--- src/rtl/analog_status_pkg.sv ---
// Shared offsets and ADC tracker state for the analog status sampler.
package analog_status_pkg;
  localparam int MAX_FLAGS      = 16;
  localparam int STATUS_RAW_LSB = 16;
  localparam int STATUS_DEB_LSB = 0;
  localparam int FALL_LSB       = 16;
  localparam int RISE_LSB       = 0;
  localparam int COUNT_LSB      = 16;
  localparam int MAX_LSB        = 16;

  typedef struct packed {
    logic [15:0] last;
    logic [15:0] count;
    logic [15:0] min;
    logic [15:0] max;
    logic        valid;
  } adc_state_t;
endpackage

--- src/rtl/analog_status_sampler_if.sv ---
// Flag/ADC inputs and status word outputs of the analog status sampler.
interface analog_status_sampler_if #(
  parameter int NUM_FLAGS = 8,
  parameter int ADC_W     = 12
);
  logic [NUM_FLAGS-1:0] flags_async;
  logic [31:0]          clr_sticky;
  logic [ADC_W-1:0]     adc_data;
  logic                 adc_valid;
  logic                 clr_minmax;
  logic [31:0]          status_0;
  logic [31:0]          status_1;
  logic [31:0]          status_2;
  logic [31:0]          status_3;

  modport master (
    output flags_async, clr_sticky, adc_data, adc_valid, clr_minmax,
    input  status_0, status_1, status_2, status_3
  );
  modport slave (
    input  flags_async, clr_sticky, adc_data, adc_valid, clr_minmax,
    output status_0, status_1, status_2, status_3
  );
endinterface

--- src/rtl/analog_flag_debounce.sv ---
// One analog flag: synchroniser chain, stability counter, debounced level
// and single-cycle rise/fall strobes coincident with the deb update edge.
module analog_flag_debounce #(
  parameter int SYNC_STAGES = 2,
  parameter int DEB_CYCLES  = 16
) (
  input  logic clk_in,
  input  logic reset,
  input  logic flag_async,
  output logic sync,
  output logic deb,
  output logic rise,
  output logic fall
);
  localparam logic [7:0] CNT_MAX = 8'(DEB_CYCLES - 1);

  logic [SYNC_STAGES-1:0] chain;
  logic [7:0]             cnt;
  logic                   flip;

  assign sync = chain[SYNC_STAGES-1];
  assign flip = (sync != deb) && (cnt == CNT_MAX);
  assign rise = flip && sync;
  assign fall = flip && !sync;

  always_ff @(posedge clk_in) begin
    if (reset) begin
      chain <= '0;
      cnt   <= '0;
      deb   <= 1'b0;
    end else begin
      chain <= {chain[SYNC_STAGES-2:0], flag_async};
      if (sync == deb) begin
        cnt <= '0;
      end else if (flip) begin
        deb <= sync;
        cnt <= '0;
      end else begin
        cnt <= cnt + 8'd1;
      end
    end
  end
endmodule

--- src/rtl/analog_status_sampler.sv ---
// Builds the four status words: sync/debounced flags, sticky edge events,
// and ADC last sample / count / running min-max.
module analog_status_sampler
  import analog_status_pkg::*;
#(
  parameter int NUM_FLAGS   = 8,
  parameter int SYNC_STAGES = 2,
  parameter int DEB_CYCLES  = 16,
  parameter int ADC_W       = 12
) (
  input logic clk_in,
  input logic reset,
  analog_status_sampler_if.slave bus
);
  logic [MAX_FLAGS-1:0] raw_ext, deb_ext, rise_ext, fall_ext;
  logic [31:0]          sticky, sticky_set;
  logic [15:0]          adc_ext;
  adc_state_t           st;

  for (genvar i = 0; i < MAX_FLAGS; i++) begin : g_flag
    if (i < NUM_FLAGS) begin : g_used
      analog_flag_debounce #(
        .SYNC_STAGES(SYNC_STAGES),
        .DEB_CYCLES (DEB_CYCLES)
      ) u_deb (
        .clk_in    (clk_in),
        .reset     (reset),
        .flag_async(bus.flags_async[i]),
        .sync      (raw_ext[i]),
        .deb       (deb_ext[i]),
        .rise      (rise_ext[i]),
        .fall      (fall_ext[i])
      );
    end else begin : g_unused
      assign raw_ext[i]  = 1'b0;
      assign deb_ext[i]  = 1'b0;
      assign rise_ext[i] = 1'b0;
      assign fall_ext[i] = 1'b0;
    end
  end

  always_comb begin
    sticky_set = '0;
    sticky_set[RISE_LSB +: MAX_FLAGS] = rise_ext;
    sticky_set[FALL_LSB +: MAX_FLAGS] = fall_ext;
    adc_ext = '0;
    adc_ext[ADC_W-1:0] = bus.adc_data;
  end

  // Set is OR-ed after the clear so a coincident edge event wins.
  always_ff @(posedge clk_in) begin
    if (reset) sticky <= '0;
    else       sticky <= (sticky & ~bus.clr_sticky) | sticky_set;
  end

  always_ff @(posedge clk_in) begin
    if (reset) begin
      st <= '0;
    end else if (bus.adc_valid) begin
      st.last  <= adc_ext;
      st.count <= st.count + 16'd1;
      st.valid <= 1'b1;
      if (!st.valid || bus.clr_minmax) begin
        st.min <= adc_ext;
        st.max <= adc_ext;
      end else begin
        if (adc_ext < st.min) st.min <= adc_ext;
        if (adc_ext > st.max) st.max <= adc_ext;
      end
    end else if (bus.clr_minmax) begin
      st.min   <= '0;
      st.max   <= '0;
      st.valid <= 1'b0;
    end
  end

  always_comb begin
    bus.status_0 = '0;
    bus.status_0[STATUS_RAW_LSB +: MAX_FLAGS] = raw_ext;
    bus.status_0[STATUS_DEB_LSB +: MAX_FLAGS] = deb_ext;
    bus.status_1 = sticky;
    bus.status_2 = '0;
    bus.status_2[COUNT_LSB +: 16] = st.count;
    bus.status_2[0 +: 16]         = st.last;
    bus.status_3 = '0;
    bus.status_3[MAX_LSB +: 16]   = st.max;
    bus.status_3[0 +: 16]         = st.min;
  end
endmodule

--- src/flat_wrapper.sv ---
// flat-port wrapper written by rule: the top's interface ports become plain ports
module analog_status_sampler_flat import analog_status_pkg::*;
#(
  parameter int NUM_FLAGS   = 8,
  parameter int SYNC_STAGES = 2,
  parameter int DEB_CYCLES  = 16,
  parameter int ADC_W       = 12
)
  (clk_in, reset, bus_flags_async, bus_clr_sticky, bus_adc_data, bus_adc_valid, bus_clr_minmax, bus_status_0, bus_status_1, bus_status_2, bus_status_3);
  analog_status_sampler_if #(.NUM_FLAGS(NUM_FLAGS), .ADC_W(ADC_W)) bus_i ();
  input logic clk_in;
  input logic reset;
  input wire logic [$bits(bus_i.flags_async)-1:0] bus_flags_async;
  input wire logic [$bits(bus_i.clr_sticky)-1:0] bus_clr_sticky;
  input wire logic [$bits(bus_i.adc_data)-1:0] bus_adc_data;
  input wire logic [$bits(bus_i.adc_valid)-1:0] bus_adc_valid;
  input wire logic [$bits(bus_i.clr_minmax)-1:0] bus_clr_minmax;
  output wire logic [$bits(bus_i.status_0)-1:0] bus_status_0;
  output wire logic [$bits(bus_i.status_1)-1:0] bus_status_1;
  output wire logic [$bits(bus_i.status_2)-1:0] bus_status_2;
  output wire logic [$bits(bus_i.status_3)-1:0] bus_status_3;
  assign bus_i.flags_async = bus_flags_async;
  assign bus_i.clr_sticky = bus_clr_sticky;
  assign bus_i.adc_data = bus_adc_data;
  assign bus_i.adc_valid = bus_adc_valid;
  assign bus_i.clr_minmax = bus_clr_minmax;
  assign bus_status_0 = bus_i.status_0;
  assign bus_status_1 = bus_i.status_1;
  assign bus_status_2 = bus_i.status_2;
  assign bus_status_3 = bus_i.status_3;
  analog_status_sampler #(.NUM_FLAGS(NUM_FLAGS), .SYNC_STAGES(SYNC_STAGES), .DEB_CYCLES(DEB_CYCLES), .ADC_W(ADC_W)) u_core (.clk_in(clk_in), .reset(reset), .bus(bus_i));
endmodule
--- config.mk ---
export PLATFORM = sky130hd
export DESIGN_NAME = analog_status_sampler_flat
export DESIGN_NICKNAME = d
export VERILOG_FILES = /design/src/rtl/analog_status_pkg.sv /design/src/rtl/analog_status_sampler_if.sv /design/src/rtl/analog_flag_debounce.sv /design/src/rtl/analog_status_sampler.sv /design/src/flat_wrapper.sv
export SDC_FILE = /design/constraint.sdc
export NUM_CORES = 1
export LEC_CHECK = 0
export ABC_AREA = 1
export BUFFER_PORTS_ARGS = -buffer_cell sky130_fd_sc_hd__buf_2
export CAP_MARGIN = 20
export CORE_MARGIN = 1
export CORE_UTILIZATION = 45
export CTS_CLUSTER_SIZE = 14
export DETAILED_ROUTE_END_ITERATION = 10
export PLACE_DENSITY = 0.69
export SLEW_MARGIN = 20
export SYNTH_ARGS = -nofsm -noshare
export SYNTH_HDL_FRONTEND = slang
export SYNTH_SLANG_ARGS = --single-unit
--- constraint.sdc ---
create_clock -name clk_in -period 2.3 [get_ports clk_in]
set_clock_uncertainty 0.1 [all_clocks]
set_input_delay 0.575 -clock clk_in [delete_from_list [all_inputs] [get_ports clk_in]]
set_output_delay 0.575 -clock clk_in [all_outputs]
set_load 0.02 [all_outputs]
### Yosys cells after proc, flatten, opt, wreduce, memory -nomap -nowiden

Index checks and enable logic that the tools add are counted.

| operators by class | value |
|---|---|
| add/subtract/negate cells | 9 |
| $lt $le $gt $ge | 2 |
| equal/unequal tests | 26 |
| multiplexer cells | 5 |
| bitwise operators | 11 |
| reductions and logical operators | 53 |

Operators with widths:

| kind | count |
|---|---|
| two-way mux 33 bit | 2 |
| adder 8 x 1 -> 8 bit (second input constant) | 8 |
| == test 8 x 4 -> 1 bit (second input constant) | 8 |
| AND 32 bit | 1 |
| two-way mux 16 bit | 2 |
| two-way mux 32 bit | 1 |
| NOT 32 bit | 1 |
| bitwise OR 32 x 24 -> 32 bit | 1 |
| logical AND 1 bit | 24 |
| OR reduction 3 bit | 8 |
| AND reduction 2 bit | 10 |
| adder 16 x 1 -> 16 bit (second input constant) | 1 |
| > comparator 12 x 16 -> 1 bit | 1 |
| less-than comparator 12 x 16 -> 1 bit | 1 |
| logical NOT 1 bit | 9 |
| == test 1 bit | 8 |
| != test 1 bit | 8 |
| NOT 1 bit | 8 |
| != test 3 x 1 -> 1 bit (second input constant) | 2 |
| nonzero test 2 bit | 1 |
| logical OR 1 bit | 1 |

| word-level totals | value |
|---|---|
| register bits after elaboration | 181 |
| bits of input ports | 56 |
| word-level logic and storage cells | 136 |

### Logic depth before layout (Yosys ltp)

| logic depth | value |
|---|---|
| depth after elaboration | 4 |
| mapped depth | 17 |
| depth with buffers taken out | 16 |

### By module

From an unflattened synthesis, not the netlist that was laid out.

| second synthesis, totals | value |
|---|---|
| cell total of the unflattened synthesis | 1119 |
| area total of the unflattened synthesis | 8299.2 um2 |

Modules (own cells, without submodules):

| module | times used | cells an instance | area an instance (um2) |
|---|---|---|---|
| analog_status_sampler | 1 | 575 | 4285.4 |
| analog_flag_debounce | 8 | 68 | 501.7 |

### Worst setup path after synthesis

Ideal clock, no wire load.

| timing | value |
|---|---|
| path type | input -> register |
| start | input port bus_adc_data[9] |
| end | register u_core.st (netlist bit u_core.bus.status_3[10]) |
| library setup time | 0.142 ns |
| arrival time | 1.692 ns |
| data required time | 2.058 ns |
| path slack | 0.366 ns |
| stages | 10 |
| buffers on the path | 1 |
| cell sequence | ha_1 -> a21oi_1 -> nor2_1 -> a211oi_1 -> nand2_2 -> nand2_4 -> nand2_4 -> buf_12 -> nand2_2 -> a21oi_2 |

| on the way | value |
|---|---|
| cells in the longest elaborated chain, start to end | 3 |

RTL lines:

| what | line | RTL |
|---|---|---|
| from (decl) | flat_wrapper.sv:15 | `input wire logic [$bits(bus_i.adc_data)-1:0] bus_adc_data;` |
| less-than comparator 12 x 16 -> 1 bit | analog_status_sampler.sv:67 | `if (adc_ext < st.min) st.min <= adc_ext;` |
| != test 3 x 1 -> 1 bit (no line) | - |  |
| AND reduction 2 bit (no line) | - |  |
| to (decl) | analog_status_sampler.sv:18 | `adc_state_t st;` |

No other way between the ends.
A chain may end at the register's enable or synchronous reset.

### Worst setup path in the final report

| timing | value |
|---|---|
| start | register u_core.st (netlist bit u_core.bus.status_3[5]) |
| end | register u_core.st (netlist bit u_core.bus.status_3[0]) |

| on the way | value |
|---|---|
| cells in the longest elaborated chain, start to end | 3 |

RTL lines:

| what | line |
|---|---|
| less-than comparator 12 x 16 -> 1 bit | analog_status_sampler.sv:67 |
| != test 3 x 1 -> 1 bit (no line) | - |
| AND reduction 2 bit (no line) | - |

No other way between the ends.

==> results_dict.tcl <==
set metrics [dict create \
    outcome "completed" \
    root_buffer "clkbuf_16" \
    whs_ns 0.2018 \
    reg2reg_depth 12 \
    required_ns 2.50 \
    cts.clk_slew.worst_paths_ns 0.07 \
    p_clk_frac 0.463 \
    hold_path_class "in -> reg" \
    rrSetupSlack_ns 0.32 \
    grt_first_pass_wirelength_um 24290 \
    synth_compound_area_frac 0.07748 \
    synth_xor_area_frac 0.02630 \
    via_per_inst 4.534 \
    swShare 0.2359 \
    synthFlopType "dfxtp_1" \
    cp.arrival_ns 2.18 \
    place_hpwl_um 10940 \
    holdBufCountCts 0 \
    fin_util 0.5225 \
    grt_max_degree 55 \
    finalWirelength_um 15070 \
    synth_mux_area_frac 0 \
    rsz0062_at_grt "false" \
    drtPass1Iterations 5 \
    totalPowerFinal_mw 6.693 \
    clock_path_buffers 2 \
    cts_num_sinks 173 \
    nNetsFinal 1210 \
    wire_per_inst_um 11.08 \
    vias 6166 \
    areaGrowthSynthToFinish_pct 13.05 \
    layout_commonest_cell "nand2_1" \
    synthSimpleGateAreaFrac 0.2368 \
    p_int_mw 5.114 \
    p_comb_frac 0.075 \
    reg2reg_from "u_core.bus.status_3[5]" \
    hold_viol_final 0 \
    fillers 1701 \
    leakage_nw 4.067 \
    first_iter_violations 213 \
    p_switching_mw 1.579 \
    cts_max_level 4 \
    yosys.area.top_type_share 0.4332 \
    final_cell_mix "185 x nand2_1, 173 x dfxtp_1, 154 x buf_2" \
    yosys.area.top_type "dfxtp_1" \
    synthTopCellsByArea "dfxtp_1 43%, buf_4 9.2%, nand2_1 8.7%, inv_1 6.9%, nor2_1 6.3%" \
    cts_buffers 17 \
    reg2reg_to "u_core.bus.status_3[0]" \
    crit_path_start_kind "flop" \
    start_util 0.4622 \
    die_area_um2 18300 \
    post_synth_instance_area_um2 7994 \
    slew_violations 0 \
    max-vdd-ir-drop_uv 484.7 \
    postRouteAntennaNets 0 \
    finalSetupViolCount 0 \
    async_reset_ff_frac 0 \
    cp-end-kind "flop" \
    fin_crit_ns 1.983 \
    antenna_cells 0 \
    dieHeight_um 135.3 \
    instances_no_fill 1360 \
    seq_area_frac_synth 0.4332 \
    synth_top_family_by_area "simple AND/OR/NAND/NOR gates" \
    tns_ns 0 \
    synthCells 1030 \
    synth_cell_type_count 42 \
    cts_tree "yes" \
    die_w_um 135.3 \
    grtUsageTotal 0.1668 \
    cts_repair_resize_count 0 \
    grt_pass1_vias 5262 \
    seqPwrFrac 0.462 \
    period_share 0.8622 \
    cp-endpoint "u_core.bus.status_3[0]" \
    synthAdderAreaFrac 0.05009 \
    post-cts-setup-buffers 0 \
    grt_overflow 0 \
    dp.cells 1328 \
    clk_latency_ns 0.42 \
    synth_edf_count 0 \
    antenna_found_initial 1 \
    power.density_nw_per_um2 740.6 \
    relSlewSlack 0.5730 \
    crit_path_max_fanout 12 \
    rows 48 \
    drv_cap 0 \
    core-area_um2 17300 \
    critPathLaunch "u_core.bus.status_3[5]" \
    postSynthRegisterBits 173 \
    ios 184 \
    drcViolationCount 0 \
    syn_avg_cell_area_um2 7.761 \
    critical_path_class "reg -> reg" \
    io_buffers 155 \
    place.gp.congestion 0.7838 \
    yosysWarnings 0 \
    max_slew.worst_pin.slew_ns 0.6376 \
    layout-drive-gt1-share 0.2211 \
    max_freq_mhz 504.3 \
]
## power by group through the flow
stage / Clock [mW] / Sequential [mW] / Combinational [mW]
2_1_floorplan: 0 / 3.15 / 0.445
3_3_place_gp: 0 / 3.16 / 0.498
3_5_place_dp: 0 / 3.16 / 0.505
4_1_cts: 3.18 / 3.09 / 0.507
5_1_grt: 3.31 / 3.10 / 0.566
6_report: 3.10 / 3.09 / 0.504
## per-stage QoR
| stage | cell area, um^2 | worst slack [ns] |
|---|---|---|
| 6_report | 9037 | 0.3170 |
| 5_1_grt | 9037 | 0.1031 |
| 4_1_cts | 9037 | 0.3008 |
| 3_5_place_dp | 8396 | 0.03821 |
| 3_3_place_gp | 8396 | 0.03205 |
| 2_1_floorplan | 8095 | 0.3660 |
## Yosys cell counts (all sizes together), types with 3 or more instances
cell type / count
nand2: 205
buf: 107
a21oi: 80
ha: 32
o22ai: 4
nor3: 21
nand4: 7
xnor2: 10
xor2: 14
clkbuf: 9
dfxtp: 173
nor2: 138
o31ai: 5
inv: 151
or2: 3
nand3: 38
nor4: 3
o21ai: 7
nor3b: 14
## worst max-delay path, cell delays in order, from the launching register on
cell     delay, ns
dfxtp_1       0.36
inv_1         0.05
ha_1          0.31
a21oi_1       0.13
nor2_1        0.05
nor3_1        0.20
nand2_1       0.09
nand2_1       0.07
nand2_2       0.06
nand2_4       0.12
nand2_4       0.15
nand2_1       0.10
a21oi_1       0.06
## kinds of logic (layout without fill, tap and decap cells)
family	after synthesis	in the layout
simple gates	431	431
buf+inv	267	345
flops	173	173
compound gates	102	102
fa+ha+maj	32	32
xor+xnor	24	24
other cells	1	28
## worst min path at each step
| stage | startpoint | end | cells after the start |
|---|---|---|---|
| global route | bus_clr_sticky[27] | u_core.bus.status_1[27] | 2 |
| floorplan | u_core.g_flag[0].g_used.u_deb.chain[0] | u_core.g_flag[0].g_used.u_deb.chain[1] | 2 |
| global placement | u_core.g_flag[6].g_used.u_deb.chain[0] | u_core.g_flag[6].g_used.u_deb.chain[1] | 2 |
| finish | bus_clr_sticky[12] | u_core.bus.status_1[12] | 2 |
| detailed placement | u_core.g_flag[4].g_used.u_deb.chain[0] | u_core.g_flag[4].g_used.u_deb.chain[1] | 2 |
| CTS | bus_clr_sticky[12] | u_core.bus.status_1[12] | 2 |
## registers in the layout, indices dropped and copies added (netlist names)
register	flops
u_core.g_flag.g_used.u_deb.cnt	64
u_core.bus.status_1	32
u_core.bus.status_2	28
u_core.bus.status_3	24
u_core.g_flag.g_used.u_deb.chain	16
u_core.g_flag.g_used.u_deb.deb	8
u_core.st	1
## layout make-up
| cell class | instances | area, um^2 | area share |
|---|---|---|---|
| Multi-Input combinational cell | 617 | 3228 | 0.3572 |
| Sequential cell | 173 | 3463 | 0.3832 |
| Clock inverter | 12 | 185.2 | 0.02049 |
| Timing Repair Buffer | 162 | 855.8 | 0.09470 |
| Inverter | 151 | 566.8 | 0.06272 |
| Tap cell | 225 | 281.5 | 0.03115 |
| Clock buffer | 20 | 456.7 | 0.05053 |
## metal layers
metal / global-route usage / up-vias / routed length (um)
met5: 0 / - / 0
met4: 0.05243 / 0 / 172
met3: 0.05275 / 12 / 1000
met2: 0.2752 / 153 / 6998
met1: 0.2061 / 2736 / 6896
li1: - / 3265 / -
No activity file was read; power rests on OpenSTA's default activity.
